`src/rtl/dcsk_pkg.sv`:
```
`default_nettype none
// ============================================================================
//  Module   : dcsk_pkg
//  Brief    : Shared constants and FSM state type for the DCSK modem pair.
//  Revision : 1.0 - initial release
// ============================================================================
package dcsk_pkg;

  // Message bits per frame, shared with the modulator
  localparam int MSG_W  = 32;
  // Largest spreading factor, in chips per half-symbol
  localparam int MAX_SF = 64;
  // Width of the spreading-factor field; 2**SF_W must exceed MAX_SF
  localparam int SF_W   = 7;

  typedef enum logic [1:0] {
    IDLE = 2'd0,
    REF  = 2'd1,
    DATA = 2'd2,
    DONE = 2'd3
  } state_t;

endpackage
`default_nettype wire

```
`src/rtl/ref_chip_buf.sv`:
```
`default_nettype none
// ============================================================================
//  Module   : ref_chip_buf
//  Brief    : Reference-chip store; 1-bit entries, synchronous write,
//             combinational read.
//  Revision : 1.0 - initial release
// ============================================================================
module ref_chip_buf #(
  parameter int DEPTH = 64,
  parameter int AW    = 6
) (
  input  logic          i_clk,
  input  logic          i_we,
  input  logic [AW-1:0] i_waddr,
  input  logic          i_wdata,
  input  logic [AW-1:0] i_raddr,
  output logic          o_rdata
);

  // Contents are deliberately not reset: every entry read in a symbol has
  // been written earlier in the same symbol.
  logic r_mem [DEPTH];

  // Store one reference chip per accepted write
  always_ff @(posedge i_clk) begin
    if (i_we) begin
      r_mem[i_waddr] <= i_wdata;
    end
  end

  assign o_rdata = r_mem[i_raddr];

endmodule
`default_nettype wire

```
`src/rtl/dcsk_demod.sv`:
```
`default_nettype none
// ============================================================================
//  Module   : dcsk_demod
//  Brief    : Serial DCSK demodulator. Stores the reference half-symbol,
//             correlates the data half-symbol against it by majority vote
//             and assembles MSG_W decided bits MSB first.
//  Revision : 1.0 - initial release
// ============================================================================
module dcsk_demod #(
  parameter int MSG_W  = dcsk_pkg::MSG_W,
  parameter int MAX_SF = dcsk_pkg::MAX_SF,
  parameter int SF_W   = dcsk_pkg::SF_W
) (
  input  logic             i_clk,
  input  logic             i_arst_n,
  input  logic             i_start,
  input  logic [SF_W-1:0]  i_sf,
  input  logic             i_chip,
  input  logic             i_chip_valid,
  output logic             o_busy,
  output logic [MSG_W-1:0] o_msg,
  output logic             o_msg_valid,
  output logic             o_sf_err
);

  import dcsk_pkg::*;

  localparam int                c_BUF_AW   = (MAX_SF > 1) ? $clog2(MAX_SF) : 1;
  localparam int                c_BC_W     = (MSG_W > 1) ? $clog2(MSG_W) : 1;
  localparam logic [c_BC_W-1:0] c_LAST_BIT = c_BC_W'(MSG_W - 1);
  localparam logic [SF_W-1:0]   c_MAX_SF   = SF_W'(MAX_SF);

  state_t             r_state;
  state_t             w_state_nxt;
  logic [SF_W-1:0]    r_sf;
  logic [SF_W-1:0]    r_idx;
  logic [SF_W:0]      r_agree;
  logic [c_BC_W-1:0]  r_bit_cnt;
  logic [MSG_W-1:0]   r_shift;
  logic [MSG_W-1:0]   r_msg;
  logic               r_msg_valid;
  logic               r_sf_err;

  logic               w_sf_ok;
  logic               w_idx_last;
  logic               w_ref_chip;
  logic [SF_W:0]      w_agree_tot;
  logic               w_bit;
  logic               w_buf_we;
  logic [c_BUF_AW-1:0] w_buf_addr;

  // Requested spreading factor is usable only in the range 1..MAX_SF
  assign w_sf_ok     = (i_sf != '0) && (i_sf <= c_MAX_SF);
  assign w_idx_last  = (r_idx == (r_sf - SF_W'(1)));
  // Running agreement including the chip on the input this cycle
  assign w_agree_tot = r_agree + {{SF_W{1'b0}}, (i_chip == w_ref_chip)};
  // Strict majority decides 1; an exact tie falls to 0
  assign w_bit       = ({w_agree_tot, 1'b0} > {2'b00, r_sf});
  assign w_buf_addr  = r_idx[c_BUF_AW-1:0];

  ref_chip_buf #(
    .DEPTH (MAX_SF),
    .AW    (c_BUF_AW)
  ) u_ref_buf (
    .i_clk   (i_clk),
    .i_we    (w_buf_we),
    .i_waddr (w_buf_addr),
    .i_wdata (i_chip),
    .i_raddr (w_buf_addr),
    .o_rdata (w_ref_chip)
  );

  // State register
  always_ff @(posedge i_clk or negedge i_arst_n) begin
    if (!i_arst_n) begin
      r_state <= IDLE;
    end else begin
      r_state <= w_state_nxt;
    end
  end

  // Next-state logic; idle-valid cycles hold the current state
  always_comb begin
    w_state_nxt = r_state;
    case (r_state)
      IDLE: if (i_start) w_state_nxt = REF;
      REF:  if (i_chip_valid && w_idx_last) w_state_nxt = DATA;
      DATA: begin
        if (i_chip_valid && w_idx_last) begin
          w_state_nxt = (r_bit_cnt == c_LAST_BIT) ? DONE : REF;
        end
      end
      DONE: w_state_nxt = IDLE;
      default: w_state_nxt = IDLE;
    endcase
  end

  // FSM-decoded outputs
  always_comb begin
    o_busy   = (r_state != IDLE);
    w_buf_we = (r_state == REF) && i_chip_valid;
  end

  // Counters, decision shift register and published message
  always_ff @(posedge i_clk or negedge i_arst_n) begin
    if (!i_arst_n) begin
      r_sf        <= '0;
      r_idx       <= '0;
      r_agree     <= '0;
      r_bit_cnt   <= '0;
      r_shift     <= '0;
      r_msg       <= '0;
      r_msg_valid <= 1'b0;
      r_sf_err    <= 1'b0;
    end else begin
      r_msg_valid <= 1'b0;
      case (r_state)
        IDLE: begin
          if (i_start) begin
            r_sf      <= w_sf_ok ? i_sf : c_MAX_SF;
            r_idx     <= '0;
            r_agree   <= '0;
            r_bit_cnt <= '0;
            r_shift   <= '0;
            if (!w_sf_ok) begin
              r_sf_err <= 1'b1;
            end
          end
        end
        REF: begin
          if (i_chip_valid) begin
            r_idx <= w_idx_last ? '0 : r_idx + SF_W'(1);
          end
        end
        DATA: begin
          if (i_chip_valid) begin
            if (w_idx_last) begin
              r_shift   <= {r_shift[MSG_W-2:0], w_bit};
              r_agree   <= '0;
              r_idx     <= '0;
              r_bit_cnt <= r_bit_cnt + c_BC_W'(1);
            end else begin
              r_agree <= w_agree_tot;
              r_idx   <= r_idx + SF_W'(1);
            end
          end
        end
        DONE: begin
          r_msg       <= r_shift;
          r_msg_valid <= 1'b1;
        end
        default: ;
      endcase
    end
  end

  assign o_msg       = r_msg;
  assign o_msg_valid = r_msg_valid;
  assign o_sf_err    = r_sf_err;

endmodule
`default_nettype wire

```
`config.mk`:
```
export PLATFORM = sky130hd
export DESIGN_NAME = dcsk_demod
export DESIGN_NICKNAME = d
export VERILOG_FILES = /design/src/rtl/dcsk_pkg.sv /design/src/rtl/ref_chip_buf.sv /design/src/rtl/dcsk_demod.sv
export SDC_FILE = /design/constraint.sdc
export NUM_CORES = 1
export LEC_CHECK = 0
export CAP_MARGIN = 15
export CORE_MARGIN = 2
export CORE_UTILIZATION = 55
export CTS_CLUSTER_DIAMETER = 60
export DETAILED_ROUTE_END_ITERATION = 12
export PLACE_DENSITY = 0.73
export SLEW_MARGIN = 10
export SYNTH_ARGS = -nofsm -noshare
export SYNTH_HDL_FRONTEND = slang
export SYNTH_HIERARCHICAL = 1
export SYNTH_SLANG_ARGS = --single-unit
```
`constraint.sdc`:
```
create_clock -name i_clk -period 8.6 [get_ports i_clk]
set_clock_uncertainty 0.1 [all_clocks]
set_input_delay 1.72 -clock i_clk [delete_from_list [all_inputs] [get_ports i_clk]]
set_output_delay 1.72 -clock i_clk [all_outputs]
set_load 0.03 [all_outputs]
```
==> results.md <==
* Outcome: finished clean
* Core area at 0.0131 mm²
* Synthesized area per cell at 13.2 µm²
* VDD IR max at 159 µV
* Post-layout nets at 630
* Synth warn at 6
* PnR worst setup slack at 4.15 ns
* Distinct cells, synth at 63
* Syn-to-layout area delta at 15.8%
* Largest net degree at the start of global routing at 63
* Post-synth top cells: dfrtp_1 (95), nor2_1 (76), edfxtp_1 (64)
* Setup CP Type: register to register
* Crit path capture type: register
* HPWL after detailed placement at 9.01 mm
* GPL Wtd Cong at 0.882
* Antenna violations before repair at 0
* Static Leak at 3.47 nW
* Initial core utilization at 0.560
* First-pass GRT wire length at 23.6 mm
* CP Launch Type: register
* Die Span X at 120 µm
* Number of setup violations in the final report at 0
* Adder-cell share of the synthesized area at 0.0272
* CTS sink cnt at 159
* Post-route ant nets at 0
* Largest area contributor in the netlist: dfrtp_1
* Post_cts resized at 0
* Vias in the first global route at 4629
* Clock-pin slew on the worst setup and hold paths at 0.06 ns
* Total GRT Usage at 0.211
* Max-slew violation count at 0
* Syn Inst Count at 558
* Seq pwr share at 0.395
* Seq/Total Area, Yosys at 0.585
* Post-DR vias/cell at 5.90
* Compound-Gate Fraction of Synth Area at 0.108
* Mapped Nets at 586
* Congestion Overflow GR at 0
* Most common cell in the netlist: dfrtp_1
* Async set-reset flop share out of synthesis at 0.597
* Dpl ws at 4.24 ns
* Post-synth EDFFs at 64
* CTS buffer count at 17
* # port buffers at 46
* Total of max-cap violations at 0
* Number of diodes at 0
* Synth Area in XOR/XNOR at 0.0226
* Combinational power share at 0.265
* Crit path max fanout at 20
* CP required at 8.81 ns
* Slowest stage delay, CP at 0.65 ns
* Chip height at 120 µm
* Tightest Hold Check Type: register to register
* Drt total wl at 14.1 mm
* Final hold viol count at 0
* DP Cell Count at 759
* Row cnt at 42
* Buf+Inv Stages, Crit Path at 1
* Initial drt markers at 389
* Worst path cell trace: buf_4, mux4_1, a22oi_1, a41oi_1, a32o_1, xnor2_1, ha_1, nand4_1, nor2_1, xor2_1, ha_1, o22ai_1, o211ai_1, a22o_2
* Power per cell area at 260 mW/mm²
* Critical-path top delay cell: dfrtp_1
* I/O pins at 47
* Post-synthesis mux area share at 0.112
* Post-DR wirelength/cell at 17.8 µm
* Top Family by Delay on Critical Path: compound AO/OA/AOI/OAI gates
* DR vias at 4668
* DRC viols at 0
* Seq cells post-synth at 159
* Post-Synth Simple-Gate Area at 0.114
* CP arrival at 4.66 ns
* Router iterations before antenna repair at 4
* CP dominant cell by count: ha_1
* Largest family of logic cells by synthesized area: simple AND/OR/NAND/NOR gates
* Worst-margin pin slew at 0.957 ns
* Clock root buffer: clkbuf_16
* Clock Path Buffers at 2
* Share of the synthesized area in the top cell type at 0.323
* Post-CTS setup buffers at 0
* Synth top area cells: dfrtp_1 (32%), edfxtp_1 (26%), mux2_2 (5.4%), a22o_2 (3.9%), nor2_1 (3.9%)
* Later-pin clock latency in the skew report at 0.42 ns
* Clock share of power at 0.341
* Crit path time final at 4.45 ns
* Cts hold-fix bufs at 0
* Fmax achieved at 225 MHz
* RSZ-0062 raised after global routing: false
* Max transition margin at 0.362
* Layout Cells excl Fill at 791
* Final worst path period share at 0.518
* H-tree depth at 4
* Die Area at 0.0143 mm²
* Hold WS at 0.381 ns
* Post-synthesis cell area at 0.00735 mm²
* Switching Power at 0.000706 W
* Dominant synthesized flop cell: dfrtp_1
* Sw frac at 0.319
* Layout cell share with drive strength beyond 1 at 0.205
* Internal Power at 0.00151 W
* CTS tree: done
* Sum Neg Setup Slack at 0 ns
[registers in the layout, indices dropped and copies added (netlist names)]
signal	flops
o_msg_valid	1
o_sf_err	1
o_msg	32
u_ref_buf/r_mem	64
r_shift	32
r_idx	7
r_bit_cnt	5
r_state	2
r_sf	7
r_agree	8
[cells in the final DEF (no fill, tap or decap), drive strengths merged, types with 17 or more instances in the layout]
master          n
nor2           76
dfrtp          95
a22o           42
nand2          28
mux4           17
mux2           35
clkbuf         22
clkdlybuf4s50  45
edfxtp         64
[cells by family after synthesis]
| family | Yosys count |
|---|---|
| buffers and inverters | 42 |
| flip-flops | 159 |
| multiplexers | 54 |
| XOR/XNOR | 19 |
| adder cells (fa/ha/maj) | 16 |
| AO/OA/AOI/OAI | 93 |
| AND/OR/NAND/NOR | 175 |
[metal layers]
metal / share of wire / track usage
met1: 0.47 / 0.296
met2: 0.47 / 0.320
met3: 0.033 / 0.0447
met4: 0.022 / 0.0912
met5: 0 / 0
[per-stage QoR]
stage / util / power [W] / area [µm²]
6_report: 0.648 / 0.00221 / 8510
4_1_cts: 0.648 / 0.00222 / 8510
2_1_floorplan: - / 0.00134 / 7350
3_5_place_dp: 0.602 / 0.00146 / 7910
3_3_place_gp: 0.602 / 0.00145 / 7910
5_1_grt: 0.648 / 0.00232 / 8510
[worst register-to-register path, cell delays in order (launching register included)]
cell and delay (ns):
dfrtp_1 0.65, buf_4 0.36, mux4_1 0.59, a22oi_1 0.21
a41oi_1 0.14, a32o_1 0.28, xnor2_1 0.29, ha_1 0.26
nand4_1 0.17, nor2_1 0.16, xor2_1 0.25, ha_1 0.30
o22ai_1 0.22, o211ai_1 0.13, a22o_2 0.24
[final timing paths]
path                               start         end  slack (ns)  cells after the start
worst max-delay path            r_idx[0]  r_shift[0]        4.15                     14
min in group asynchronous       i_arst_n   o_msg[30]        1.14                      1
worst max register to register  r_idx[0]  r_shift[0]        4.15                     14
worst min register to register  o_sf_err    o_sf_err        0.38                      1
worst min-delay path            o_sf_err    o_sf_err        0.38                      1
max in group asynchronous       i_arst_n     r_sf[1]        6.15                      2
[layout make-up]
class	instances	area [µm²]
Clock buffer	22	510
Clock inverter	10	97.6
Fill cell	991	4620
Inverter	13	48.8
Multi-Input combinational cell	357	2820
Sequential cell	159	4300
Tap cell	176	220
Timing Repair Buffer	54	518
[power groups by stage]
stage	registers (W)	clock network, W	logic (W)
final	0.000873	0.000754	0.000586
after global routing	0.000880	0.000799	0.000643
after CTS	0.000873	0.000768	0.000581
after detailed placement	0.000887	0	0.000577
after global placement	0.000886	0	0.000560
after floorplan	0.000874	0	0.000466
(Power assumes the default switching activity.)
